--- config.mk ---
export PLATFORM = sky130hd
export DESIGN_NAME = fetch_prefetch_unit
export DESIGN_NICKNAME = d
export VERILOG_FILES = /design/src/rtl/fetch_prefetch_unit.sv
export SDC_FILE = /design/constraint.sdc
export NUM_CORES = 1
export LEC_CHECK = 0
export BUFFER_PORTS_ARGS = -buffer_cell sky130_fd_sc_hd__buf_4
export CAP_MARGIN = 25
export CORE_UTILIZATION = 57
export DETAILED_ROUTE_END_ITERATION = 8
export GPL_TIMING_DRIVEN = 1
export PLACE_DENSITY = 0.8
export SYNTH_ARGS = -nofsm -noshare
export SYNTH_HDL_FRONTEND = slang
export SYNTH_SLANG_ARGS = --single-unit
--- constraint.sdc ---
create_clock -name clk -period 4.1 [get_ports clk]
set_clock_uncertainty 0.05 [all_clocks]
set_input_delay 0.205 -clock clk [delete_from_list [all_inputs] [get_ports clk]]
set_output_delay 0.205 -clock clk [all_outputs]
set_load 0.01 [all_outputs]
--- src/rtl/fetch_prefetch_unit.sv ---
// Instruction fetch front end: owns the PC, issues single-outstanding word fetches
// and buffers returned instructions, tagged with their PC, in a small FIFO for decode.
module fetch_prefetch_unit #(
    parameter int          DEPTH    = 4,
    parameter logic [31:0] RESET_PC = 32'h0000_0000
) (
    input  logic        clk,
    input  logic        rst_n,
    output logic        imem_req,
    output logic [31:0] imem_addr,
    input  logic        imem_ready,
    input  logic        imem_rvalid,
    input  logic [31:0] imem_rdata,
    input  logic        redirect_valid,
    input  logic [31:0] redirect_pc,
    output logic        if_valid,
    output logic [31:0] if_instr,
    output logic [31:0] if_pc,
    output logic [31:0] if_pc_plus4,
    input  logic        id_ready
);
    localparam int          AW   = $clog2(DEPTH);
    localparam logic [AW:0] FULL = (AW+1)'(DEPTH);

    typedef enum logic [1:0] {IDLE, WAIT, DRAIN} state_t;

    state_t        state, state_next;
    logic [31:0]   fetch_pc, req_pc;
    logic [AW-1:0] rd_ptr, wr_ptr;
    logic [AW:0]   count;
    logic [31:0]   pc_mem    [DEPTH];
    logic [31:0]   instr_mem [DEPTH];
    logic          issue, push, pop;

    // rst_n gates the request so the memory sees nothing while reset is held.
    assign imem_req  = rst_n && (state == IDLE) && (count < FULL) && !redirect_valid;
    assign imem_addr = fetch_pc;
    assign issue     = imem_req && imem_ready;
    assign push      = (state == WAIT) && imem_rvalid && !redirect_valid;
    assign pop       = if_valid && id_ready && !redirect_valid;

    assign if_valid    = (count != '0);
    assign if_instr    = if_valid ? instr_mem[rd_ptr] : '0;
    assign if_pc       = if_valid ? pc_mem[rd_ptr] : '0;
    assign if_pc_plus4 = if_valid ? pc_mem[rd_ptr] + 32'd4 : '0;

    // NOTE: state_next gets its default before the case, so no path leaves it unassigned and no latch is inferred.
    always_comb begin
        state_next = state;
        case (state)
            IDLE:    if (issue) state_next = WAIT;
            WAIT: begin
                if (redirect_valid) state_next = imem_rvalid ? IDLE : DRAIN;
                else if (imem_rvalid) state_next = IDLE;
            end
            DRAIN:   if (imem_rvalid) state_next = IDLE;
            default: state_next = IDLE;
        endcase
    end

    // NOTE: registers use <= so every flop samples pre-edge values regardless of block order.
    always_ff @(posedge clk or negedge rst_n) begin
        if (!rst_n) begin
            state    <= IDLE;
            fetch_pc <= RESET_PC;
            req_pc   <= RESET_PC;
            rd_ptr   <= '0;
            wr_ptr   <= '0;
            count    <= '0;
        end else begin
            state <= state_next;
            if (redirect_valid) begin
                fetch_pc <= redirect_pc & 32'hFFFF_FFFC;
                rd_ptr   <= '0;
                wr_ptr   <= '0;
                count    <= '0;
            end else begin
                if (issue) begin
                    req_pc   <= fetch_pc;
                    fetch_pc <= fetch_pc + 32'd4;
                end
                if (push) wr_ptr <= wr_ptr + 1'b1;
                if (pop)  rd_ptr <= rd_ptr + 1'b1;
                count <= count + {{AW{1'b0}}, push} - {{AW{1'b0}}, pop};
            end
        end
    end

    // NOTE: FIFO storage has no reset; count qualifies every read, so stale contents are never visible.
    always_ff @(posedge clk) begin
        if (push) begin
            pc_mem[wr_ptr]    <= req_pc;
            instr_mem[wr_ptr] <= imem_rdata;
        end
    end

endmodule

-- After elaboration in Yosys (flattened, before gate mapping)
Memories as Yosys holds them, arrays and structs flattened.
Index checks and enable logic that the tools add are counted.
- flip-flop bits (word level): 73
- RAM bits: 256
- output and inout bits: 130
- logic and storage cells: 51
- memories: 2
- memories (name ; depth ; bits a word ; read ports ; clocked after Yosys merged registers in ; write ports ; line ; text):
    instr_mem ; 4 ; 32 ; 1 ; 0 ; 1 ; 32 ; logic [31:0] instr_mem [DEPTH];
    pc_mem ; 4 ; 32 ; 1 ; 0 ; 1 ; 31 ; logic [31:0] pc_mem [DEPTH];
- add/subtract/negate cells: 6
- magnitude comparators: 1
- equal/unequal tests: 3
- multiplexer cells: 17
- bitwise logic cells: 1
- reductions and logical operators: 15
- operator list (operator ; count):
    $mux W32 ; 5
    $add A32 B3 Y32 const B ; 2
    $mux W2 ; 8
    $logic_and A1 B1 Y1 ; 8
    $pmux W2 S3 ; 1
    $reduce_bool A2 Y1 ; 3
    $add A2 B1 Y2 const B ; 2
    $add A3 B1 Y3 ; 1
    $lt A3 B3 Y1 const B ; 1
    $mux W3 ; 1
    $reduce_bool A3 Y1 ; 1
    $sub A3 B1 Y3 ; 1
    $eq A2 B1 Y1 const B ; 1
    $eq A2 B2 Y1 const B ; 1
    $logic_not A2 Y1 ; 1
    $mux W1 ; 2
    $ne A2 B2 Y1 const B ; 1
    $reduce_and A2 Y1 ; 1
    $logic_not A1 Y1 ; 1
    $not A1 Y1 ; 1

-- Logic depth before layout (Yosys ltp)
- depth in word-level cells: 7
- depth in mapped cells: 12
- gate-level depth less buffers: 11

-- Least setup slack after synthesis
OpenSTA, ideal clock, no wires.
- path type: register to register
- start: register state[0]
- end: memory instr_mem[0][0], enable pin
- setup time: 0.426 ns
- arrival: 2.400 ns
- data required time: 3.624 ns
- setup slack: 1.223 ns
- cell stages (with the launch flop): 4
- clock period less this slack: 2.877 ns
- path through: dfrtp_1 -> inv_1 -> nor4b_1 -> and2_1
- word-level cells in the longest chain between the ends: 5
- RTL lines (element ; line ; text):
    start, declared ; 27 ; state_t state, state_next;
    start signal, assigned ; 71 ; state <= state_next;
    $eq A2 B1 Y1 ; 39 ; assign push = (state == WAIT) && imem_rvalid && !redirect_valid;
    $logic_and A1 B1 Y1 (2 in series) ; 39 ;
    $mux W1 ; 91 ; if (push) begin
    $mux W1 (not written as such) ; 93 ; instr_mem[wr_ptr] <= imem_rdata;
    end, declared ; 32 ;
Every way passes these cells.

-- Worst setup path after layout
- start: register rd_ptr[0]
- end: output port if_pc_plus4[31]
- word-level cells in the longest chain between the ends: 3
- RTL lines (element ; line ; text):
    start, declared ; 29 ; logic [AW-1:0] rd_ptr, wr_ptr;
    start signal, assigned ; 83 ; if (pop) rd_ptr <= rd_ptr + 1'b1;
    $mem_v2 Z4 W32 ; n/a ;
    $add A32 B3 Y32 ; 45 ; assign if_pc_plus4 = if_valid ? pc_mem[rd_ptr] + 32'd4 : '0;
    $mux W32 ; 45 ;
    end, declared ; 19 ; output logic [31:0] if_pc_plus4,
Every way passes these cells.

==> impl_metrics.toml <==
[run_status]
run_status = "finished, final reports clean"

[clock_network]
cts.repair_timing.setup_buffer_count = 0
cts-root-buf = "sky130_fd_sc_hd__clkbuf_16"
clock_sinks = 317
clock_latency_ns = 0.54
clk_pin_slew_ns = 0.06
tritoncts.num_buffers = 30
ctsResizeCount = 0
htree_num_levels = 1
cts_tree = "built"
clockBufferDepth = 3

[global_route]
number_of_antenna_violations_at_the_first_check_in_global_routing = 0
global_route.usage.total = 0.2687
grt_remaining_overflow = 0
vias_in_the_first_global_route = 8960
grt_first_pass_wirelength_microns = 49620
pin_count_of_the_biggest_net_entering_global_routing = 76

[layout]
fillers = 1388
finalNetCount = 1251
layout.cells.most_common_list = "sky130_fd_sc_hd__edfxtp_1, sky130_fd_sc_hd__buf_4, sky130_fd_sc_hd__nand2_1, sky130_fd_sc_hd__and2_1, sky130_fd_sc_hd__dfrtp_1"
share_of_cells_above_drive_strength_1 = 0.2734
layout_commonest_cell = "sky130_fd_sc_hd__edfxtp_1"
number_of_inserted_diodes = 0
area_delta_synth_final_pct = 25.09

[floorplanning]
floorplan.initialDensity = 0.5825
die_y_microns = 156.9
boundaryPins = 200
placeableCoreArea_sq_um = 23470
die_width_microns = 156.9
core.rowCount = 56
die_area_sq_um = 24610

[timing]
final_report_max_slew_violation_count = 0
setup_total_negative_slack_ns = 0
final.hold.worst_slack_ns = 0.02676
max_slew.worst_pin.slew_ns = 0.8352
final_min_period_over_clock_period = 0.9371
fmax_mhz = 260.3
final_hold_viol_count = 0
max_slew_margin = 0.4411
report.final.setup_viol = 0
min_period_ns = 3.842
setup_repair_after_global_routing_missed_its_margin = "no"

[power]
power.ir.vdd_worst_mv = 0.4032
p_switching_mw = 2.660
power_density_nw_per_um2 = 543.0
combPwrFrac = 0.242
p_int_mw = 6.627
clock_power_share = 0.306
p_seq_frac = 0.452
power_leakage_nw = 6.455
p_sw_frac = 0.2864

[route]
wire_length_reported_by_the_detailed_router_microns = 32450
detail_route.vias_per_cell = 5.965
remaining_drc_errors = 0
drtPass1Iterations = 5
drt-initial-drc-count = 804
avgRoutedWirePerCell_microns = 21.42
drtAntennaViolNets = 0
routed-via-count = 9037

[critical_path]
crit_fanout = 24
worst_r2r_startpoint = "count[1]"
worst-path-buf-inv = 2
worst_path_max_delay_cell = "sky130_fd_sc_hd__dfrtp_4"
crit_top_cell = "sky130_fd_sc_hd__buf_4"
path_delay_family = "simple AND/OR/NAND/NOR gates"
worstSetupEndpointType = "output port"
crit-reg2reg-capture = "count[2]"
path_cells = "buf_4 > mux4_1 > and4_1 > nand4_1 > or4_1 > a21oi_1 > buf_4"
worst-setup-path-type = "reg -> out"
setup.worst_path.start_class = "flop"
critPathRequiredTime_ns = 3.85
worst_ep_arrival_time_ns = 3.59
critical_path.max_stage_delay_ns = 0.72
timing.reg2reg.worst_path_depth = 12
regToRegSetupSlack_ns = 1.49

[synthesis]
share_of_the_yosys_chip_area_belonging_to_registers = 0.6709
synth-edff-count = 248
synth.ff_latch_count = 317
synth_top_flop_cell = "sky130_fd_sc_hd__edfxtp_1"
share_of_flip_flops_with_an_asynchronous_set_or_reset_after_synthesis = 0.2177
yosys_warnings = 0
syn_area_per_cell_sq_um = 14.83
yosysUniqueCellTypes = 53
syn_area_sq_um = 13670
post_synthesis_instance_total = 922

[hold_path]
hold_path_depth = 4
destination_of_the_worst_hold_path = "rd_ptr[0]"
min_path_type = "in -> reg"
hold_path.startpoint = "id_ready"

[place]
place.detailed.hpwl_microns = 18680
gp_congestion = 0.8871
portBuffers = 191

[flow_run]
max_cap_violations = 0
synth_stat cells (all sizes together), types with 7 or more instances:
cell type / count / area, sq um
xnor2: 7 / 61.31
mux2: 8 / 93.84
a21oi: 21 / 105.1
xor2: 8 / 70.07
or3: 9 / 56.30
nor3: 12 / 60.06
clkbuf: 34 / 127.6
nand4: 13 / 81.33
a221o: 9 / 90.09
dfrtp: 69 / 1727
nand2: 119 / 446.7
and4: 9 / 78.83
ha: 8 / 100.1
and3: 11 / 68.82
o21ai: 32 / 160.2
mux4: 62 / 1441
nand3: 29 / 150.1
nor4: 10 / 62.56
inv: 17 / 63.81
o311ai: 9 / 78.83
edfxtp: 248 / 7447
nor2: 38 / 142.6
buf: 24 / 161.4
and2: 71 / 444.2
final cells by class:
class                   count  area [sq um]  share of cell area
clock buffers              46         933.4             0.05457
clock inverters            10         103.9            0.006072
inverters                  17         63.81            0.003731
multi-input cells         535          4180              0.2444
flip-flops and latches    317          9179              0.5366
well taps                 319         399.1             0.02334
repair buffers            271          2245              0.1312
power by group through the flow:
stage	clock (mW)	combinational (mW)	sequential, mW
finish	2.84	2.24	4.20
global route	2.99	2.44	4.23
CTS	2.87	2.25	4.19
detailed placement	0	2.16	4.25
global placement	0	2.12	4.21
floorplan	0	1.33	4.08
logic make-up after synthesis:
| logic type | count (synthesis) | share of synthesized area |
|---|---|---|
| compound gates | 98 | 0.04685 |
| mux | 71 | 0.1130 |
| simple gates | 336 | 0.1247 |
| fa+ha+maj | 9 | 0.008785 |
| other cells | 1 | 0.0002743 |
| flops | 317 | 0.6709 |
| xor+xnor | 15 | 0.009609 |
| buf+inv | 75 | 0.02581 |
flip-flops by register name, summed over array words and instances (netlist names):
register	flops
state	2
wr_ptr	2
imem_addr	30
req_pc	30
instr_mem	128
pc_mem	120
count	3
rd_ptr	2
how the worst max path moves through the flow:
stage / from / to / slack, ns / depth (start not counted)
floorplan: state[0] / instr_mem[0][0] / 1.22 / 3
global placement: rd_ptr[0] / if_pc_plus4[28] / 0.88 / 6
detailed placement: rd_ptr[0] / if_pc_plus4[28] / 0.88 / 6
CTS: rd_ptr[0] / if_pc_plus4[28] / 0.27 / 6
global route: rd_ptr[0] / if_pc_plus4[29] / 0.1 / 7
finish: rd_ptr[0] / if_pc_plus4[31] / 0.26 / 7
per-layer routing:
metal  routed length [microns]  GRT usage  part of all wire
met1                     12770     0.3749              0.39
met2                     16040     0.4440              0.49
met3                      2929    0.04292             0.090
met4                       711    0.06956             0.022
met5                         0          0                 0
worst register-to-register path, delay by kind of cell (launching register included):
family / cells / cell delay, ns
flip-flops: 1 / 0.43
XOR/XNOR: 1 / 0.17
buffers and inverters: 4 / 0.60
adder cells (fa/ha/maj): 3 / 0.82
AND/OR/NAND/NOR: 4 / 0.42
through the flow:
step	area, sq um	util	setup WS (ns)	total power [mW]	instances
global placement	15430	0.6572	0.8761	6.336	1395
global route	17100	0.7287	0.09791	9.666	1515
CTS	17100	0.7287	0.2664	9.318	1515
finish	17100	0.7287	0.2577	9.287	1515
detailed placement	15430	0.6572	0.8762	6.408	1395
floorplan	13690	-	1.223	5.411	927
timing repair:
item / in CTS / in global routing
endpoints found under the hold margin: 187 / 0
hold buffers: 64 / 0
endpoints found under the setup margin: 0 / 0
(Power assumes the default switching activity.)
